**src/rtl/spine_port_arbiter_if.sv**
```systemverilog
// Bundle of requester-side flit handshakes, egress flit bus and credit return for the
// spine port arbiter. The master side drives flits and credits; the slave side arbitrates.
interface spine_port_arbiter_if #(
    parameter int unsigned DWIDTH  = 16,
    parameter int unsigned NUM_REQ = 5,
    parameter int unsigned CW      = 3
);
    logic [NUM_REQ*DWIDTH-1:0] req_data;
    logic [NUM_REQ-1:0]        req_valid;
    logic [NUM_REQ-1:0]        req_last;
    logic [NUM_REQ-1:0]        req_ready;
    logic [DWIDTH-1:0]         out_data;
    logic                      out_valid;
    logic                      out_last;
    logic [2:0]                out_src;
    logic                      credit_return;
    logic [CW-1:0]             credit_count;

    modport master (
        output req_data, req_valid, req_last, credit_return,
        input  req_ready, out_data, out_valid, out_last, out_src, credit_count
    );

    modport slave (
        input  req_data, req_valid, req_last, credit_return,
        output req_ready, out_data, out_valid, out_last, out_src, credit_count
    );
endinterface

```
**src/rtl/spine_port_arbiter.sv**
```systemverilog
// Credit-gated, packet-locking round-robin arbiter sharing one egress link among the
// GPU/NI injection path (index 0) and four spine inputs. Egress signals are all registered.
module spine_port_arbiter #(
    parameter int unsigned DWIDTH  = 16,
    parameter int unsigned NUM_REQ = 5,
    parameter int unsigned CREDITS = 4,
    parameter int unsigned CW      = 3
) (
    input  logic                  ACLK,
    input  logic                  ARESETn,
    input  logic                  arb_enable,
    spine_port_arbiter_if.slave   bus,
    output logic [NUM_REQ-1:0]    grant_vec,
    output logic                  busy,
    output logic                  credit_err
);
    typedef enum logic [0:0] {StIdle, StLocked} state_e;

    localparam logic [CW-1:0] CreditMax = CW'(CREDITS);

    state_e            state_q, state_d;
    logic [2:0]        owner_q, owner_d;
    logic [2:0]        ptr_q, ptr_d;
    logic [2:0]        winner;
    logic              found;
    logic [CW-1:0]     credit_q, credit_d;
    logic              credit_err_q, credit_err_d;
    logic [DWIDTH-1:0] out_data_q;
    logic              out_valid_q;
    logic              out_last_q;
    logic [2:0]        out_src_q;
    logic              can_send;
    logic              xfer;
    logic              owner_last;
    logic [DWIDTH-1:0] owner_data;

    // Round-robin search starting just after the last packet owner.
    always_comb begin
        int unsigned idx;
        logic [2:0]  idx3;
        found  = 1'b0;
        winner = ptr_q;
        for (int unsigned i = 1; i <= NUM_REQ; i++) begin
            idx  = (32'(ptr_q) + i) % NUM_REQ;
            idx3 = 3'(idx);
            if (!found && bus.req_valid[idx3]) begin
                found  = 1'b1;
                winner = idx3;
            end
        end
    end

    assign can_send   = (state_q == StLocked) && (credit_q != '0);
    assign xfer       = can_send && bus.req_valid[owner_q];
    assign owner_last = bus.req_last[owner_q];
    assign owner_data = bus.req_data[32'(owner_q)*DWIDTH +: DWIDTH];

    assign bus.req_ready = can_send ? (NUM_REQ'(1) << owner_q) : '0;
    assign grant_vec     = (state_q == StLocked) ? (NUM_REQ'(1) << owner_q) : '0;
    assign busy          = (state_q == StLocked);

    always_comb begin
        state_d = state_q;
        owner_d = owner_q;
        ptr_d   = ptr_q;
        unique case (state_q)
            StIdle: begin
                if (arb_enable && found) begin
                    state_d = StLocked;
                    owner_d = winner;
                end
            end
            StLocked: begin
                // The lock is held across invalid cycles until the tail flit leaves.
                if (xfer && owner_last) begin
                    state_d = StIdle;
                    ptr_d   = owner_q;
                end
            end
            default: state_d = StIdle;
        endcase
    end

    always_comb begin
        credit_d     = credit_q;
        credit_err_d = credit_err_q;
        case ({xfer, bus.credit_return})
            2'b10: credit_d = credit_q - 1'b1;
            2'b01: begin
                if (credit_q == CreditMax) begin
                    credit_err_d = 1'b1;
                end else begin
                    credit_d = credit_q + 1'b1;
                end
            end
            default: credit_d = credit_q;
        endcase
    end

    always_ff @(posedge ACLK or negedge ARESETn) begin
        if (!ARESETn) begin
            state_q      <= StIdle;
            owner_q      <= '0;
            ptr_q        <= 3'(NUM_REQ - 1);
            credit_q     <= CreditMax;
            credit_err_q <= 1'b0;
        end else begin
            state_q      <= state_d;
            owner_q      <= owner_d;
            ptr_q        <= ptr_d;
            credit_q     <= credit_d;
            credit_err_q <= credit_err_d;
        end
    end

    always_ff @(posedge ACLK or negedge ARESETn) begin
        if (!ARESETn) begin
            out_data_q  <= '0;
            out_valid_q <= 1'b0;
            out_last_q  <= 1'b0;
            out_src_q   <= '0;
        end else begin
            out_valid_q <= xfer;
            out_last_q  <= xfer && owner_last;
            if (xfer) begin
                out_data_q <= owner_data;
                out_src_q  <= owner_q;
            end
        end
    end

    assign bus.out_data     = out_data_q;
    assign bus.out_valid    = out_valid_q;
    assign bus.out_last     = out_last_q;
    assign bus.out_src      = out_src_q;
    assign bus.credit_count = credit_q;
    assign credit_err       = credit_err_q;
endmodule

```
**src/flat_wrapper.sv**
```systemverilog
// flat-port wrapper written by rule: the top's interface ports become plain ports
module spine_port_arbiter_flat 
#(
    parameter int unsigned DWIDTH  = 16,
    parameter int unsigned NUM_REQ = 5,
    parameter int unsigned CREDITS = 4,
    parameter int unsigned CW      = 3
)
  (ACLK, ARESETn, arb_enable, grant_vec, busy, credit_err, bus_req_data, bus_req_valid, bus_req_last, bus_credit_return, bus_req_ready, bus_out_data, bus_out_valid, bus_out_last, bus_out_src, bus_credit_count);
  spine_port_arbiter_if #(.DWIDTH(DWIDTH), .NUM_REQ(NUM_REQ), .CW(CW)) bus_i ();
  input  logic ACLK;
  input  logic ARESETn;
  input  logic arb_enable;
  output logic [NUM_REQ-1:0] grant_vec;
  output logic busy;
  output logic credit_err;
  input wire logic [$bits(bus_i.req_data)-1:0] bus_req_data;
  input wire logic [$bits(bus_i.req_valid)-1:0] bus_req_valid;
  input wire logic [$bits(bus_i.req_last)-1:0] bus_req_last;
  input wire logic [$bits(bus_i.credit_return)-1:0] bus_credit_return;
  output wire logic [$bits(bus_i.req_ready)-1:0] bus_req_ready;
  output wire logic [$bits(bus_i.out_data)-1:0] bus_out_data;
  output wire logic [$bits(bus_i.out_valid)-1:0] bus_out_valid;
  output wire logic [$bits(bus_i.out_last)-1:0] bus_out_last;
  output wire logic [$bits(bus_i.out_src)-1:0] bus_out_src;
  output wire logic [$bits(bus_i.credit_count)-1:0] bus_credit_count;
  assign bus_i.req_data = bus_req_data;
  assign bus_i.req_valid = bus_req_valid;
  assign bus_i.req_last = bus_req_last;
  assign bus_i.credit_return = bus_credit_return;
  assign bus_req_ready = bus_i.req_ready;
  assign bus_out_data = bus_i.out_data;
  assign bus_out_valid = bus_i.out_valid;
  assign bus_out_last = bus_i.out_last;
  assign bus_out_src = bus_i.out_src;
  assign bus_credit_count = bus_i.credit_count;
  spine_port_arbiter #(.DWIDTH(DWIDTH), .NUM_REQ(NUM_REQ), .CREDITS(CREDITS), .CW(CW)) u_core (.ACLK(ACLK), .ARESETn(ARESETn), .arb_enable(arb_enable), .bus(bus_i), .grant_vec(grant_vec), .busy(busy), .credit_err(credit_err));
endmodule
```
**config.mk**
```make
export PLATFORM = sky130hd
export DESIGN_NAME = spine_port_arbiter_flat
export DESIGN_NICKNAME = d
export VERILOG_FILES = /design/src/rtl/spine_port_arbiter_if.sv /design/src/rtl/spine_port_arbiter.sv /design/src/flat_wrapper.sv
export SDC_FILE = /design/constraint.sdc
export NUM_CORES = 1
export LEC_CHECK = 0
export ABC_AREA = 1
export BUFFER_PORTS_ARGS = -buffer_cell sky130_fd_sc_hd__clkbuf_2
export CORE_MARGIN = 2
export CORE_UTILIZATION = 45
export DETAILED_ROUTE_END_ITERATION = 16
export GPL_TIMING_DRIVEN = 0
export PLACE_DENSITY = 0.72
export SLEW_MARGIN = 10
export SYNTH_ARGS = -nofsm -noshare
export SYNTH_HDL_FRONTEND = slang
export SYNTH_SLANG_ARGS = --single-unit
```
**constraint.sdc**
```tcl
create_clock -name ACLK -period 7.6 [get_ports ACLK]
set_input_delay 0.76 -clock ACLK [delete_from_list [all_inputs] [get_ports ACLK]]
set_output_delay 0.76 -clock ACLK [all_outputs]
set_load 0.02 [all_outputs]
```
# After elaboration in Yosys (flattened, before gate mapping)
# Cells that the tools add are included.
[word_totals] in_bits=94 output_inout_bits=36 ff_bits=32
[op_classes] n_addsub=7 n_eq_ne=4 bitwise_logic=1 div=5 mux=31 n_lt_le_gt_ge=6 n_reduce_logical=18 shift=2
[ops] operator="remainder unit 32 x 3 -> 32 bit, second input constant" n=5
[ops] operator="variable part select 80 x 8 -> 16 bit" n=1
[ops] operator="less-than comparator 3 x 4 -> 1 bit, second input constant" n=6
[ops] operator="binary-select mux 1 bit (select 3 bit)" n=7
[ops] operator="2-to-1 mux 3 bit" n=6
[ops] operator="2-to-1 mux 1 bit" n=14
[ops] operator="2-to-1 mux 5 bit" n=2
[ops] operator="adder 3 x 2 -> 4 bit, second input constant" n=2
[ops] operator="adder 3 x 3 -> 4 bit, second input constant" n=2
[ops] operator="logical AND 1 bit" n=8
[ops] operator="AND reduction 2 bit" n=4
[ops] operator="one-hot mux 3 bit (2 select lines)" n=1
[ops] operator="left shift 1 x 3 -> 5 bit, first input constant" n=1
[ops] operator="adder 3 x 1 -> 4 bit, second input constant" n=1
[ops] operator="zero test 1 bit" n=4
[ops] operator="adder 3 x 1 -> 3 bit, second input constant" n=1
[ops] operator="== test 3 bit, second input constant" n=1
[ops] operator="nonzero test 3 bit" n=1
[ops] operator="subtractor 3 x 1 -> 3 bit, second input constant" n=1
[ops] operator="== test 2 x 1 -> 1 bit, second input constant" n=1
[ops] operator="== test 2 bit, second input constant" n=1
[ops] operator="inequality test 2 bit, second input constant" n=1
[ops] operator="one-hot mux 1 bit (2 select lines)" n=1
[ops] operator="nonzero test 2 bit" n=1
[ops] operator="inverter 1 bit" n=1

# Logic depth before layout (Yosys ltp)
# Gate-level depths: netlist (run 1).
[depth] depth_word=20 mapped_depth=26 depth_no_buf=25

# Least setup slack after synthesis (run 1)
# Ideal clock, no wire load.
[synth_timing] path_type="flip-flop to flip-flop" start="register u_core.ptr_q[0]" end="register u_core.owner_q[1]" path_buffers=1 arrival_ns=3.330 slack_ns=4.148 path_stages_with_launch=24 path_cell_list="dfrtp_1 > buf_4 > clkinv_1 > ha_1 > ha_1 > nor2_1 > nand2_4 > nand2_4 > xor2_2 > ha_1 > inv_1 > or2_2 > nand3_4 > nand2_2 > nand2_1 > nand2_1 > nand3_1 > nand2_1 > o21ai_2 > nand4_2 > nand2_1 > inv_1 > nand2_1 > a21oi_2"
[synth_between] elab_chain_cells=19
[synth_rtl] item="from (decl)" line="spine_port_arbiter.sv:23" rtl="logic [2:0] ptr_q, ptr_d;"
[synth_rtl] item="from (signal assigned)" line="spine_port_arbiter.sv:104" rtl="ptr_q <= 3'(NUM_REQ - 1);"
[synth_rtl] item="from (signal assigned)" line="spine_port_arbiter.sv:110" rtl="ptr_q <= ptr_d;"
[synth_rtl] item="adder 3 x 1 -> 4 bit" line="spine_port_arbiter.sv:44" rtl="idx = (32'(ptr_q) + i) % NUM_REQ;"
[synth_rtl] item="remainder unit 32 x 3 -> 32 bit" line="spine_port_arbiter.sv:44"
[synth_rtl] item="binary-select mux 1 bit (select 3 bit)" line="spine_port_arbiter.sv:46" rtl="if (!found && bus.req_valid[idx3]) begin"
[synth_rtl] item="2-to-1 mux 1 bit (not written as such)" line="spine_port_arbiter.sv:46"
[synth_rtl] item="2-to-1 mux 1 bit" line="spine_port_arbiter.sv:46"
[synth_rtl] item="zero test 1 bit" line="spine_port_arbiter.sv:46"
[synth_rtl] item="logical AND 1 bit" line="spine_port_arbiter.sv:46"
[synth_rtl] item="2-to-1 mux 1 bit" line="spine_port_arbiter.sv:46"
[synth_rtl] item="[3 not listed]"
[synth_rtl] item="zero test 1 bit" line="spine_port_arbiter.sv:46"
[synth_rtl] item="logical AND 1 bit" line="spine_port_arbiter.sv:46"
[synth_rtl] item="2-to-1 mux 1 bit" line="spine_port_arbiter.sv:46"
[synth_rtl] item="zero test 1 bit" line="spine_port_arbiter.sv:46"
[synth_rtl] item="logical AND 1 bit" line="spine_port_arbiter.sv:46"
[synth_rtl] item="2-to-1 mux 1 bit" line="spine_port_arbiter.sv:46"
[synth_rtl] item="logical AND 1 bit" line="spine_port_arbiter.sv:68" rtl="if (arb_enable && found) begin"
[synth_rtl] item="AND reduction 2 bit (no line)"
[synth_rtl] item="to (signal assigned)" line="spine_port_arbiter.sv:109" rtl="owner_q <= owner_d;"
[synth_rtl] item="to (decl)" line="spine_port_arbiter.sv:22" rtl="logic [2:0] owner_q, owner_d;"
# Several ways; a longest one is shown, not always the timed one. The select of a mux whose other input is x is not followed.
# A chain may end at the register's enable or synchronous reset.

# Worst setup path in the final report (run 1)
[layout_timing] start="register u_core.ptr_q[0]" end="register u_core.owner_q[2]"
# The elaborated chain is that of the path after synthesis.

==> run metrics, run 1 <==
CTS Sinks 32; hold_buf cts 0; R2R depth 22; H-tree depth 2; max cap viols 0; clk_lat worst skew 0.28 ns; Fmax 245 MHz; Worst Max-Slew Pin Slew 0.911 ns; DRC 0; Die ar. 9060 um^2; Hold WS 0.488 ns; First DRT Iteration DRCs 264; Mapped Avg Cell Area 6.74 um^2; fraction of registers with async set/reset 1.00; First-pass DRT Iterations 5; GRT overflow 0; Mapped Area 3740 um^2; top-count cell post-synth nand2_1; status complete, no violations; final core occ 0.567; pin count of the biggest net entering global routing 33; Post-Synthesis Net Count 674; slowest stage delay, CP 0.48 ns; Vias/cell 5.39; Critical Path Slowest Stage Cell ha_1; synth warn 0; crit path DAT 4.30 ns; Netlist cell types 45; cell count along the critical path 22; total number of vias 4294; Final #Nets 810; Max Slew Vio Count 0; Buffers on Ports 129; Yosys top cell area share 0.201; CTS tree yes; ant diodes 0; global-route wire length before repair 17.9 mm; GRT Total Usage 0.246; DR WL/cell 14.2 um; Ports 130; Post-Syn Instances 555; share of cells above drive strength 1 0.315; Placeable Area 8130 um^2; post-synth top area cell dfrtp_1; Vert. Die Dim 95.2 um; Cells on Worst Hold Path 1; standard-cell rows 33; starting density of the core 0.460; top_reg_cell synth dfrtp_1; CTS Buf Count 5; Period minus WS final 4.08 ns; Clock Tree Buf Depth 2; Worst setup EP type flop; final setup skew 0.00876 ns; Tightest Hold Check Type reg -> reg; critical path launch point type flop; critical path fanouts, max 11; number of synthesized register bits 32; # Post-CTS Setup Buffers 0; post-synthesis sequential area ratio 0.215; CP bufs+invs 3; unrepaired setup endpoints after global routing no; number of synthesized flops with an enable pin 0; synth top area cells dfrtp_1, nand2_1, nand3_1, ha_1, inv_1; CP top delay family simple AND/OR/NAND/NOR gates; Worst EP required 7.82 ns; Final period util 0.537; CTS clk-pin slew, worst paths 0.07 ns; Relative slew margins 0.388; RD Place Congestion 0.909; initial antenna violation count 0; routed wire length 11.3 mm; Fillers 810; DP Wirelength 9.27 mm; P&R area growth vs syn 23.2%; post-cts resize count 0; Die Width 95.2 um; Critical Setup Path Class reg -> reg; Routed Antenna Nets 0; list of most frequent post-synthesis cells nand2_1, nand3_1, inv_1; root buffer cell clkbuf_8; # setup viols final 0; vias in the first global route 3881; setup TNS 0 ns; CP Cell Sequence buf_4 -> clkinv_1 -> ha_1 -> ha_1 -> nor2_1 -> nand2_4 -> nand2_4 -> xor2_2 -> ha_1 -> inv_1 -> or2_2 -> nand3_4 -> nand2_2 -> nand2_1 -> nand2_1 -> nand3_1 -> nand2_1 -> o21ai_2 -> nand4_2 -> nor2_1 -> nor2_1 -> a21oi_2; Final Hold Vio Count 0
flip-flops by register name, summed over array words and instances (netlist names):
signal	flops
u_core.ptr_q	3
u_core.credit_err	1
u_core.bus.out_last	1
u_core.busy	1
u_core.bus.out_src	3
u_core.bus.out_valid	1
u_core.bus.out_data	16
u_core.owner_q	3
u_core.bus.credit_count	3
worst paths after layout:
check                                  start                    endpoint  slack (ns)
max                          u_core.ptr_q[0]           u_core.owner_q[2]        3.52
min                        u_core.credit_err           u_core.credit_err        0.49
max reg2reg                  u_core.ptr_q[0]           u_core.owner_q[2]        3.52
min reg2reg                u_core.credit_err           u_core.credit_err        0.49
max in group asynchronous            ARESETn  u_core.bus.credit_count[0]        6.53
min in group asynchronous            ARESETn      u_core.bus.out_data[2]        0.55
kinds of logic after synthesis:
| kind of cell | Yosys count | share of synthesized area |
|---|---|---|
| adder cells (fa/ha/maj) | 25 | 0.0856 |
| multiplexers | 1 | 0.00301 |
| XOR/XNOR | 9 | 0.0311 |
| AO/OA/AOI/OAI | 91 | 0.153 |
| AND/OR/NAND/NOR | 318 | 0.425 |
| flip-flops | 32 | 0.215 |
| buffers and inverters | 79 | 0.0876 |
per-stage QoR:
step | cell area (um^2) | std cells | setup WS, ns
3_3_place_gp | 4520 | 789 | 3.61
2_1_floorplan | 3740 | 555 | 4.15
6_report | 4610 | 797 | 3.52
5_1_grt | 4610 | 797 | 3.17
3_5_place_dp | 4520 | 789 | 3.56
4_1_cts | 4610 | 797 | 3.54
area by class of cell:
class	instances	area, um^2	share of cell area
timing repair buffer	129	646	0.140
inverter	57	219	0.0475
buffer	22	109	0.0236
multi-input combinational	444	2610	0.566
tap	105	131	0.0285
clock buffer	8	90.1	0.0195
sequential	32	803	0.174
routing by layer:
metal  GRT usage  share of wire
met5           0              0
met4      0.0519          0.017
met3      0.0403          0.057
met2       0.407           0.47
met1       0.340           0.45
placed cells by master (no fill, tap or decap), drive strengths merged:
master,netlist,layout
a21oi,26,26
a41oi,16,16
and2,1,1
buf,12,12
clkbuf,10,147
clkinv,1,1
dfrtp,30,30
dfstp,2,2
fa,1,1
ha,24,24
inv,56,56
mux2,1,1
nand2,179,179
nand2b,1,1
nand3,96,96
nand4,6,6
nor2,25,25
nor3,7,7
o211ai,4,4
o21ai,39,39
o21bai,1,1
o22ai,4,4
o41ai,1,1
or2,3,3
xnor2,2,2
xor2,6,6
xor3,1,1
Power of run 1 is not shown: default switching activity piles up to over one toggle a cycle in this logic, so the estimate is an artifact.
==> run 2: changes to the inputs <==
clock period = 4 ns   (was 7.6 ns; I/O delays follow)
==> run 2 against run 1 <==
Fmax rose by 11%. Die area did not move. Clock skew fell by 0.00052 ns. Utilization rose by 0.22 points. Via count fell by 0.30%. Design area rose by 0.38%. Critical path depth rose by 1.
==> run metrics, run 2 (synthesis results as in run 1) <==
Critical Path Most Common Cell nand2_1; DP Wirelength 9.27 mm; R2R depth 23; Ports 130; CTS Sinks 32; share of cells above drive strength 1 0.321; Buffers on Ports 129; flop-to-flop setup slack 0.31 ns; routed wire length 11.4 mm; status complete, no violations; CP Cell Sequence ha_1 -> inv_1 -> nand2_1 -> nand2_2 -> ha_1 -> nor2_1 -> nand2_4 -> nand2_4 -> xor2_2 -> ha_1 -> inv_1 -> or2_2 -> nand3_4 -> nand2_2 -> nand2_1 -> nand2_1 -> nand3_1 -> nand2_1 -> o21ai_2 -> nand4_2 -> nor2_1 -> nor2_1 -> a21oi_2; root buffer cell clkbuf_8; CP bufs+invs 2; DRC 0; most common cell after layout, fill and taps aside nand2_1; DR WL/cell 14.3 um; Largest register FFs 16; Fillers 815; max cap viols 0; Critical Setup Path Class reg -> reg; Vert. Die Dim 95.2 um; Placeable Area 8130 um^2; Worst R2R Start u_core.ptr_q[1]; GRT overflow 0; Final #Nets 810; Final period util 0.923; CTS Buf Count 5; GRT Total Usage 0.246; Relative slew margins 0.406; First DRT Iteration DRCs 233; Worst EP required 4.21 ns; Critical path origin u_core.ptr_q[1]; First-pass DRT Iterations 5; Worst setup EP type flop; initial antenna violation count 0; endpoint of the worst register-to-register path u_core.owner_q[2]; P&R area growth vs syn 23.6%; Clock Tree Buf Depth 2; Vias/cell 5.37; CTS tree yes; Worst Max-Slew Pin Slew 0.884 ns; slowest stage delay, CP 0.50 ns; crit path DAT 3.91 ns; Routed Antenna Nets 0; clk_lat worst skew 0.28 ns; Tightest Hold Check Type in -> async; setup TNS 0 ns; most frequent cells in the layout nand2_1, clkbuf_2, nand3_1; global-route wire length before repair 17.9 mm; RD Place Congestion 0.909; final setup skew 0.00824 ns; CP top delay family simple AND/OR/NAND/NOR gates; critical path fanouts, max 9; standard-cell rows 33; vias in the first global route 3881; total number of vias 4281; H-tree depth 2; Final Hold Vio Count 0; CTS clk-pin slew, worst paths 0.07 ns; Critical Path Slowest Stage Cell dfrtp_2; Die ar. 9060 um^2; starting density of the core 0.460; Die Width 95.2 um; critical path launch point type flop; Fmax 271 MHz; # setup viols final 0; Max Slew Vio Count 0; pin count of the biggest net entering global routing 33; Period minus WS final 3.69 ns; # Post-CTS Setup Buffers 0; ant diodes 0
## run 2: how the worst max path moves through the flow
| stage | slack (ns) | cells after the start | endpoint |
|---|---|---|---|
| final | 0.31 | 23 | u_core.owner_q[2] |
| after global routing | -0.007 | 24 | u_core.owner_q[1] |
| after CTS | 0.15 | 22 | u_core.owner_q[2] |
| after detailed placement | -0.04 | 22 | u_core.owner_q[2] |
| after global placement | 0.01 | 22 | u_core.owner_q[2] |
| after floorplan | 0.55 | 23 | u_core.owner_q[1] |
## run 2: area by class of cell
cell class | count | area (um^2) | share of cell area
multi-input cells | 444 | 2620 | 0.567
flip-flops and latches | 32 | 806 | 0.174
plain buffers | 22 | 109 | 0.0235
well taps | 105 | 131 | 0.0284
clock buffers | 8 | 90.1 | 0.0195
inverters | 57 | 221 | 0.0479
repair buffers | 129 | 646 | 0.140
## run 2: layer usage
metal,track usage,wire length (um),share of wire,vias up
met2,0.407,5430,0.48,150
met3,0.0403,725,0.064,21
met1,0.340,5070,0.45,1973
li1,-,-,-,2137
met4,0.0519,165,0.014,0
met5,0,0,0,-
## run 2: per-stage QoR
step | worst slack, ns | area, um^2 | hold slack (ns) | instances | util
6_report | 0.308 | 4630 | 0.195 | 797 | 0.569
5_1_grt | -0.00709 | 4630 | 0.271 | 797 | 0.569
4_1_cts | 0.150 | 4610 | 0.219 | 797 | 0.567
3_5_place_dp | -0.0364 | 4520 | 0.475 | 789 | 0.555
3_3_place_gp | 0.0145 | 4520 | 0.464 | 789 | 0.555
2_1_floorplan | 0.548 | 3740 | 0.104 | 555 | -
## run 2: repair_timing
item | in CTS | in global routing
gates resized for setup | 1 | 4
endpoints found under the setup margin | 3 | 4
hold buffers | 0 | 0
pin swaps | 0 | 0
Power of run 2 is left out for the same reason.
